<file path="src/rtl/countdown_timer.sv">
// Loadable down-counter/timer: one-shot or periodic expiry after N prescaled ticks.
// Latency: accepted load visible on count the next cycle; each step visible the cycle after its edge.
// Backpressure: load_ready drops while RUN/PAUSED or during abort; the source holds load_valid until accepted.
module countdown_timer #(
  parameter int WIDTH    = 8,
  parameter int PRESCALE = 1
) (
  input  logic             clk,
  input  logic             rst_n,
  input  logic             load_valid,
  output logic             load_ready,
  input  logic [WIDTH-1:0] load_value,
  input  logic             load_auto,
  input  logic             start,
  input  logic             pause,
  input  logic             abort,
  input  logic             tick_en,
  output logic [WIDTH-1:0] count,
  output logic             busy,
  output logic             expired,
  output logic             done
);

  // Prescaler is at least one bit wide so PRESCALE=1 still elaborates cleanly.
  localparam int            PW         = (PRESCALE > 1) ? $clog2(PRESCALE) : 1;
  localparam logic [PW-1:0] PRESC_LAST = PW'(PRESCALE - 1);

  typedef enum logic [2:0] {
    S_IDLE   = 3'd0,
    S_ARMED  = 3'd1,
    S_RUN    = 3'd2,
    S_PAUSED = 3'd3,
    S_DONE   = 3'd4
  } state_t;

  state_t           state_q;
  logic [WIDTH-1:0] count_q;
  logic [WIDTH-1:0] reload_q;
  logic             auto_q;
  logic [PW-1:0]    presc_q;
  logic             expired_q;
  logic             done_q;
  logic             busy_q;

  logic             load_acc;
  logic             presc_wrap;
  logic [PW-1:0]    presc_d;
  logic [WIDTH-1:0] count_dec_d;

  // Loads are only taken when the counter is not running; abort also blocks them.
  assign load_ready  = ((state_q == S_IDLE) || (state_q == S_ARMED) || (state_q == S_DONE)) && !abort;
  assign load_acc    = load_valid && load_ready;
  assign presc_wrap  = (presc_q == PRESC_LAST);
  assign presc_d     = presc_wrap ? '0 : (presc_q + PW'(1));
  assign count_dec_d = count_q - WIDTH'(1);

  assign count   = count_q;
  assign busy    = busy_q;
  assign expired = expired_q;
  assign done    = done_q;

  // Control FSM: priority abort > load > pause > start > step, all outputs registered.
  always_ff @(posedge clk or negedge rst_n) begin
    if (!rst_n) begin
      state_q   <= S_IDLE;
      count_q   <= '0;
      reload_q  <= '0;
      auto_q    <= 1'b0;
      presc_q   <= '0;
      expired_q <= 1'b0;
      done_q    <= 1'b0;
      busy_q    <= 1'b0;
    end else begin
      // expired is a single-cycle pulse unless re-raised below.
      expired_q <= 1'b0;
      if (abort) begin
        state_q <= S_IDLE;
        count_q <= '0;
        presc_q <= '0;
        done_q  <= 1'b0;
        busy_q  <= 1'b0;
      end else if (load_acc) begin
        state_q  <= S_ARMED;
        count_q  <= load_value;
        reload_q <= load_value;
        auto_q   <= load_auto;
        presc_q  <= '0;
        done_q   <= 1'b0;
        busy_q   <= 1'b0;
      end else begin
        case (state_q)
          S_ARMED: begin
            if (start) begin
              if (count_q != '0) begin
                state_q <= S_RUN;
                busy_q  <= 1'b1;
              end else begin
                // Zero load expires immediately rather than running.
                state_q   <= S_DONE;
                done_q    <= 1'b1;
                expired_q <= 1'b1;
              end
            end
          end
          S_RUN: begin
            if (pause) begin
              state_q <= S_PAUSED;
            end else if (tick_en) begin
              presc_q <= presc_d;
              if (presc_wrap) begin
                if (count_q > WIDTH'(1)) begin
                  count_q <= count_dec_d;
                end else if (auto_q && (reload_q != '0)) begin
                  count_q   <= reload_q;
                  expired_q <= 1'b1;
                end else begin
                  count_q   <= '0;
                  expired_q <= 1'b1;
                  done_q    <= 1'b1;
                  state_q   <= S_DONE;
                  busy_q    <= 1'b0;
                end
              end
            end
          end
          S_PAUSED: begin
            // Prescaler phase is kept so a resume continues mid-period.
            if (start) begin
              state_q <= S_RUN;
            end
          end
          S_IDLE, S_DONE: begin
          end
          default: begin
            state_q <= S_IDLE;
            busy_q  <= 1'b0;
          end
        endcase
      end
    end
  end

endmodule

</file>
<file path="config.mk">
export PLATFORM = sky130hd
export DESIGN_NAME = countdown_timer
export DESIGN_NICKNAME = d
export VERILOG_FILES = /design/src/rtl/countdown_timer.sv
export SDC_FILE = /design/constraint.sdc
export NUM_CORES = 1
export LEC_CHECK = 0
export BUFFER_PORTS_ARGS = -buffer_cell sky130_fd_sc_hd__buf_2
export CAP_MARGIN = 10
export CORE_MARGIN = 2
export CORE_UTILIZATION = 35
export CTS_BUF_LIST = sky130_fd_sc_hd__clkbuf_4
export DETAILED_ROUTE_END_ITERATION = 12
export PLACE_DENSITY = 0.64
export RECOVER_POWER = 25
export SYNTH_ARGS = -nofsm -noshare
export SYNTH_HDL_FRONTEND = slang
export SYNTH_SLANG_ARGS = --single-unit
</file>
<file path="constraint.sdc">
create_clock -name clk -period 4.8 [get_ports clk]
set_clock_uncertainty 0.15 [all_clocks]
set_input_delay 0.48 -clock clk [delete_from_list [all_inputs] [get_ports clk]]
set_output_delay 0.48 -clock clk [all_outputs]
set_load 0.01 [all_outputs]
</file>
Word-level counts from Yosys, hierarchy flattened
Index checks and enable logic that the tools add are counted.

cells by class
  bitwise operators = 1
  multiplexer cells = 54
  equal/unequal tests = 21
  reductions and logical operators = 20
  magnitude comparators = 1
  $add $sub $neg = 2

operators with widths
  operator                                                count
  2-to-1 mux 8 bit                                        8
  2-to-1 mux 1 bit                                        32
  inequality test 4 bit (second input constant)           8
  2-to-1 mux 3 bit                                        10
  inequality test 5 bit (second input constant)           4
  AND reduction 8 bit                                     2
  nonzero test 8 bit                                      2
  case mux 3 bit (4 select lines)                         1
  > comparator 8 x 1 -> 1 bit (second input constant)     1
  subtractor 8 x 1 -> 8 bit (second input constant)       1
  AND reduction 7 bit                                     1
  equality test 3 x 2 -> 1 bit (second input constant)    2
  inequality test 3 bit (second input constant)           2
  nonzero test 3 bit                                      2
  inequality test 4 x 3 -> 1 bit (second input constant)  1
  case mux 1 bit (2 select lines)                         2
  AND reduction 4 bit                                     1
  nonzero test 4 bit                                      1
  equality test 3 x 1 -> 1 bit (second input constant)    1
  equality test 3 bit (second input constant)             1
  logical AND 1 bit                                       3
  logical NOT 3 bit                                       1
  inequality test 3 x 1 -> 1 bit (second input constant)  1
  inequality test 3 x 2 -> 1 bit (second input constant)  1
  9 further kinds                                         10

word-level totals
  input port bits = 16
  register bits = 24

Longest topological paths before layout
Gate-level depths: netlist (run 1).

  word-level depth = 10
  gate-level depth with buffers = 9

Worst setup path after synthesis (run 1)
No wires, ideal clock.

  kind = register -> register
  start = reg count_q[0], in the netlist count[0]
  end = reg state_q[2]
  library setup time = 0.122 ns
  data required time = 4.528 ns
  path slack = 2.666 ns
  buffers on the path = 1
  arrival time = 1.862 ns
  stages on the path, launching flop included = 8
  clock period less this slack = 2.134 ns
  path through = dfrtp_1 -> inv_1 -> ha_1 -> or2_1 -> and3_1 -> buf_2 -> a311o_1 -> a32o_1

between the ends
  word-level cells in the longest chain between the ends = 6
  elaborated cells between the ends (all ways) = 9
  those cells by class = 1 x order compare; 1 x eq/ne; 5 x mux; 2 x reduce/logical

RTL lines
  item                                                                                 line  text
  start, declared                                                                      37    logic [WIDTH-1:0] count_q;
  start signal, assigned                                                               84    count_q <= load_value;
  start signal, assigned                                                               112   count_q <= count_dec_d;
  start signal, assigned                                                               114   count_q <= reload_q;
  parallel branches: the longest is 6 deep, another holds > comparator 8 x 1 -> 1 bit  --
  end signal, assigned                                                                 77    state_q <= S_IDLE;
  end signal, assigned                                                                 83    state_q <= S_ARMED;
  end signal, assigned                                                                 95    state_q <= S_RUN;
  end, declared                                                                        36    state_t state_q;

Several ways; the timed one is not identified. The select of a mux whose other input is x is not followed.
A chain may end at the register's enable or synchronous reset.

Worst setup path after layout (run 1)
  start = reg count_q[0], in the netlist count[0]
  end = reg busy_q, in the netlist busy

between the ends
  word-level cells in the longest chain between the ends = 3
  elaborated cells between the ends (all ways) = 5
  those cells by class = 1 x order compare; 2 x eq/ne; 2 x reduce/logical

RTL lines
  item                                                                                      line     text
  > comparator 8 x 1 -> 1 bit or nonzero test 8 bit (tied branches)                         111, 94
  inequality test 4 bit (no source line) or inequality test 4 x 3 -> 1 bit (tied branches)  --
  AND reduction 8 bit (no source line) *                                                    --
  end signal, assigned                                                                      96       busy_q <= 1'b1;
  end signal, assigned                                                                      121      busy_q <= 1'b0;
  end signal, assigned                                                                      136      busy_q <= 1'b0;
  end, declared                                                                             43       logic busy_q;

Mark *: on every way between the ends. The rest lies on a longest branch, timed or not.

==> results of run 1 <==
kinds of logic after synthesis:
family          after synthesis
buf+inv                      17
fa+ha+maj                     3
flops                        23
compound gates               48
xor+xnor                      3
mux                           1
simple gates                 81
placed cells by master (no fill, tap or decap), drive strengths merged, types with 5 or more instances in the layout:
master	Yosys	routed
a21oi	9	9
dfrtp	23	23
nand3	8	8
nor3	5	5
nand2	39	39
nor2	7	7
buf	10	26
o21ai	15	15
inv	5	5
power breakdown:
part | leakage [nW] | switching, mW | internal, mW | total (mW)
logic | 0.437 | 0.128 | 0.0935 | 0.222
clock network | 0.0177 | 0.0598 | 0.0311 | 0.0909
registers | 0.298 | 0.0390 | 0.221 | 0.260
state kept, by name, indices dropped and copies added (netlist names):
signal,cells
count,8
reload_q,8
state_q,3
auto_q,1
busy,1
done,1
expired,1
repair_timing:
item                                   in CTS  in global routing
hold buffers                                1                  0
buffers inserted                            0                  0
endpoints found under the hold margin      23                  0
worst max-delay path, cell delays in order (launching register included):
cell and delay, ns:
dfrtp_1 0.46, inv_1 0.13, ha_1 0.22, or2_1 0.15, and3_1 0.49, o2111ai_1 0.23, a22o_1 0.26, a22o_1 0.17
through the flow:
step           area (um^2)  power (mW)
2_1_floorplan         1505      0.4265
3_3_place_gp          1613      0.4853
3_5_place_dp          1613      0.4854
4_1_cts               1650      0.5819
5_1_grt               1649      0.6212
6_report              1649      0.5732
worst max path at each step:
stage	start	slack, ns	end	cells past startpoint
detailed placement	abort	2.47	count[0]	5
floorplan	count[0]	2.67	state_q[2]	7
finish	count[0]	2.46	busy	7
global placement	abort	2.44	count[1]	5
global route	count[0]	2.27	busy	7
CTS	count[0]	2.45	busy	7
cell type report:
type                            instances  area (um^2)
Fill cell                             425         2409
Clock buffer                            3        22.52
Timing Repair Buffer                   28        143.9
Sequential cell                        23        575.6
Multi-Input combinational cell        136        820.8
Clock inverter                          1        5.005
Inverter                                5        18.77
Tap cell                               50        62.56
layer usage:
| layer | vias up | global-route usage [%] | wire length (um) |
|---|---|---|---|
| met5 | - | 0 | 0 |
| met2 | 36 | 25.96 | 1667 |
| met3 | 2 | 3.198 | 208 |
| met4 | 0 | 3.486 | 9 |
| met1 | 625 | 23.13 | 1796 |
| li1 | 676 | - | - |
==> qor.yml, run 1 <==
synth:
  yosys-top-cells-count: "39 x nand2_1, 23 x dfrtp_1, 13 x o21ai_0, 9 x a21oi_1, 8 x nand3_1"
  seq_area_frac_synth_pct: 38.24
  yosysTopAreaCell: "dfrtp_1"
  synthArstFlopShare_pct: 100.0
  synth_top_area_share_pct: 38.24
  synth_fa_ha_area_share_pct: 2.494
  synth-simple-area-share_pct: 27.76
  synthFlopType: "dfrtp_1"
  netlist_instances: 176
  synth-edff-count: 0
  synth_compound_area_share_pct: 21.78
  synth_mux_area_share_pct: 0.7481
  synth_nets: 195
  yosysMostFrequentCell: "nand2_1"
  synth_area_per_cell_um2: 8.552
  ys.warnings.count: 0
  ys_seq_elements: 23
  synth_top_family_by_area: "simple AND/OR/NAND/NOR gates"
  synth_cell_types: 47
  syn-cell-area_um2: 1505
  synth_area_leaders: "dfrtp_1 38%, nand2_1 9.7%, o21ai_0 4.3%"
  synth-xor-area-share_pct: 1.746
drt:
  drt_iter0_drc: 90
  wirelength_mm: 3.682
  num_vias: 1339
  viasPerCell: 5.443
  drc_errors: 0
  wl_per_cell_um: 14.97
  dr.pass1.iters: 4
  detail-route-antenna-nets: 0
sta:
  setup_violations: 0
  max_freq_ghz: 0.4266
  report.final.slew_viol_count: 0
  finalSetupTns_ns: 0
  finalWorstSetupSlack_ns: 2.456
  worst_pin_slew_ns: 1.277
  min_period_ns: 2.344
  hold_viol_final: 0
  fin_crit_sh_pct: 48.83
  rsz0062_at_grt: "no"
  slew_headroom_pct: 14.86
  holdWs_ns: 0.1995
run:
  cap_violations: 0
layout:
  final_cell_count_no_fill: 246
  postLayoutCoreUtil_pct: 40.64
  diodes: 0
  nNetsFinal: 216
  areaGrowthSynthToFinish_pct: 9.559
  drive_gt1_share_pct: 20.92
floorplan:
  die_h_um: 69.58
  ios: 28
  rows: 23
  coreArea_um2: 4058
  die_area_um2: 4841
  start_util_pct: 37.10
  die_w_um: 69.58
hold_path:
  worstHoldStart: "load_auto"
  hold_class: "in2reg"
  hold_end: "auto_q"
  min_path_cells: 3
outcome:
  status: "completed"
pwr:
  cellLeakagePower_nw: 0.7528
  power.density_nw_per_um2: 347.6
  ir_drop_mv: 0.1787
place:
  gp_routability_congestion: 0.8259
  numPortBuffers: 27
  dp_cells: 241
  place_ws_ns: 2.469
  dp_hpwl_mm: 2.763
clock_tree:
  ctsResizeCount: 0
  tritoncts: "built"
  insertion_delay_ns: 0.31
  root_buffer: "clkbuf_4"
  clockBufferDepth: 2
  cts-buffers-inserted: 3
  cts_max_level: 1
  cts.clk_slew.worst_paths_ns: 0.13
  cts_sinks: 23
global_route:
  globalRouteOverflowTotal: 0
  antenna_found_initial: 0
  grt_pass1_vias: 1402
  grt_use_total_pct: 16.36
  grt_max_degree: 24
  grt_pass1_wl_mm: 6.582
setup_path:
  start_kind: "flip-flop"
  r2r_cells: 7
  rrSetupSlack_ns: 2.46
  required_ns: 4.87
  worstPathArrival_ns: 2.41
  crit_path_end_kind: "flip-flop"
  path_max_fanout: 16
  reg2reg_to: "busy"
  worst_r2r_startpoint: "count[0]"
  path_class: "reg2reg"
No activity file was read; power rests on OpenSTA's default activity.
==> run 2: changes to the inputs <==
--- a/config.mk
+++ b/config.mk
@@ -11,7 +11,7 @@
 export CORE_UTILIZATION = 35
 export CTS_BUF_LIST = sky130_fd_sc_hd__clkbuf_4
 export DETAILED_ROUTE_END_ITERATION = 12
-export PLACE_DENSITY = 0.64
+export PLACE_DENSITY = 0.66
 export RECOVER_POWER = 25
 export SYNTH_ARGS = -nofsm -noshare
 export SYNTH_HDL_FRONTEND = slang
==> constraint.sdc (replaced) <==
create_clock -name clk -period 2.1 [get_ports clk]
set_clock_uncertainty 0.15 [all_clocks]
set_input_delay 0.21 -clock clk [delete_from_list [all_inputs] [get_ports clk]]
set_output_delay 0.21 -clock clk [all_outputs]
set_load 0.01 [all_outputs]
==> run 2 against run 1 <==
  * Final cell count increased by 11%
  * Via count grew 11%
  * Register-to-register slack lost 2.4 ns
  * Critical path depth up 1
  * Final area increased by 15%
  * Hold slack worse by 0.17 ns
  * Count of clock-buffer cells in the layout is the same
  * Setup slack worse by 2.4 ns
  * Global-route usage increased by 0.30 points
  * Maximum frequency grew 17%
  * Routed wire length increased by 6.1%
  * Sequential power up 120%
  * Critical path type unchanged
  * Largest cell class unchanged
  * Largest power group is now combinational cells
==> qor.yml, run 2 (synthesis gave the netlist of run 1 again) <==
setup_path:
  start_kind: "flip-flop"
  path_class: "reg2reg"
  required_ns: 2.20  # -2.67 ns
  cp_cell_sequence: "inv_1 -> ha_1 -> or2_1 -> and3_4 -> buf_4 -> nor2_1 -> o21ai_1 -> a311oi_2"
  crit_buf_inv: 2  # +1
  path_delay_family: "simple AND/OR/NAND/NOR gates"
  critPathMaxStageDelay_ns: 0.43  # -0.06 ns
  worstPathArrival_ns: 2.10  # -0.31 ns
  crit_path_end_kind: "flip-flop"
  slowest_stage: "dfrtp_2"
  path_max_fanout: 13  # -3
place:
  place_ws_ns: 0.07327  # -2.396 ns
  numPortBuffers: 27  # unchanged
  gp_routability_congestion: 0.8143  # -1.4%
  dp_hpwl_mm: 2.889  # +4.6%
global_route:
  grt_max_degree: 24  # unchanged
  grt_pass1_wl_mm: 6.665  # +1.3%
  antenna_found_initial: 0  # unchanged
  globalRouteOverflowTotal: 0  # unchanged
  grt_pass1_vias: 1397  # -0.36%
  grt_use_total_pct: 16.66  # +0.30 points
sta:
  fin_crit_sh_pct: 95.23  # +46 points
  min_period_ns: 2.000  # -0.3441 ns
  rsz0062_at_grt: "no"
  report.final.slew_viol_count: 0  # unchanged
  slew_headroom_pct: 12.91  # -1.9 points
  finalWorstSetupSlack_ns: 0.1001  # -2.356 ns
  max_freq_ghz: 0.5000  # +17%
  hold_viol_final: 0  # unchanged
  finalSetupTns_ns: 0  # unchanged
  setup_violations: 0  # unchanged
  worst_pin_slew_ns: 1.306  # +0.02922 ns
drt:
  dr.pass1.iters: 4  # unchanged
  drc_errors: 0  # unchanged
  viasPerCell: 5.451  # +0.14%
  wl_per_cell_um: 14.31  # -4.4%
  num_vias: 1488  # +11%
  wirelength_mm: 3.906  # +6.1%
  drt_iter0_drc: 76  # -16%
  detail-route-antenna-nets: 0  # unchanged
hold_path:
  hold_class: "in2reg"
floorplan:
  start_util_pct: 37.10  # unchanged
  die_area_um2: 4841  # unchanged
  rows: 23  # unchanged
  coreArea_um2: 4058  # unchanged
  ios: 28  # unchanged
  die_w_um: 69.58  # unchanged
  die_h_um: 69.58  # unchanged
outcome:
  status: "completed"
clock_tree:
  cts-buffers-inserted: 3  # unchanged
  clockBufferDepth: 2  # unchanged
  cts_max_level: 1  # unchanged
  cts_sinks: 23  # unchanged
  insertion_delay_ns: 0.33  # +0.02 ns
  tritoncts: "built"
  cts.clk_slew.worst_paths_ns: 0.15  # +0.02 ns
  root_buffer: "clkbuf_4"
run:
  cap_violations: 0  # unchanged
layout:
  areaGrowthSynthToFinish_pct: 26.10
  final_common_cell: "nand2_1"
  nNetsFinal: 243  # +13%
  final_cell_mix: "39 x nand2_1, 26 x buf_2, 22 x dfrtp_1"
  diodes: 0  # unchanged
  drive_gt1_share_pct: 28.70  # +7.8 points
pwr:
  ir_drop_mv: 0.4642  # +160%
  power.density_nw_per_um2: 776.4  # +120%
  cellLeakagePower_nw: 0.8787  # +17%
run 2: through the flow:
stage	cell area (um^2)	std cells	hold WS (ns)	utilization [%]	total power, mW
after floorplan	1506	176	-0.2356	-	0.9759
after global placement	1742	258	0.07350	42.92	1.197
after detailed placement	1742	258	0.08405	42.92	1.203
after CTS	1872	272	0.02151	46.13	1.448
after global routing	1898	273	0.02038	46.78	1.576
final	1898	273	0.02896	46.78	1.474
run 2: worst paths after layout:
check / from / end / slack (ns) / depth (start not counted)
worst max-delay path: count[0] / count[2] / 0.10 / 8
worst min-delay path: abort / count[2] / 0.03 / 2
worst max register to register: count[0] / count[2] / 0.10 / 8
worst min register to register: done / done / 0.37 / 1
max in group asynchronous: rst_n / count[0] / 0.43 / 2
min in group asynchronous: rst_n / reload_q[3] / 0.52 / 2
run 2: worst register-to-register path: cells and delay by family (launching register included):
family                     cells  cell delay [ns]
AOI/OAI and AO/OA              2             0.34
adders and majority gates      1             0.20
buffers and inverters          2             0.25
DFF                            1             0.43
and+or+nand+nor                3             0.55
run 2: timing repair:
item,in CTS,in global routing
buffers inserted,0,1
hold endpoints to repair,35,0
hold buffers,10,0
gates resized for setup,0,5
endpoints found under the setup margin,0,7
run 2: cell type report:
type	instances	area, um^2
Fill cell	412	2160
Tap cell	50	62.56
Inverter	5	18.77
Clock buffer	3	22.52
Multi-Input combinational cell	136	840.8
Timing Repair Buffer	55	369.1
Clock inverter	1	7.507
Sequential cell	23	576.8
run 2: report_power, final:
part | internal [mW] | switching [mW] | total [mW]
clock network | 0.0730 | 0.161 | 0.234
logic | 0.317 | 0.344 | 0.661
registers | 0.507 | 0.0722 | 0.579
run 2: layer usage:
layer	vias to the layer above	part of all wire (%)	global-route usage, %
met3	2	4.1	4.070
met1	717	49	22.75
li1	732	-	-
met5	-	0	0
met4	0	0.31	3.486
met2	37	46	26.82
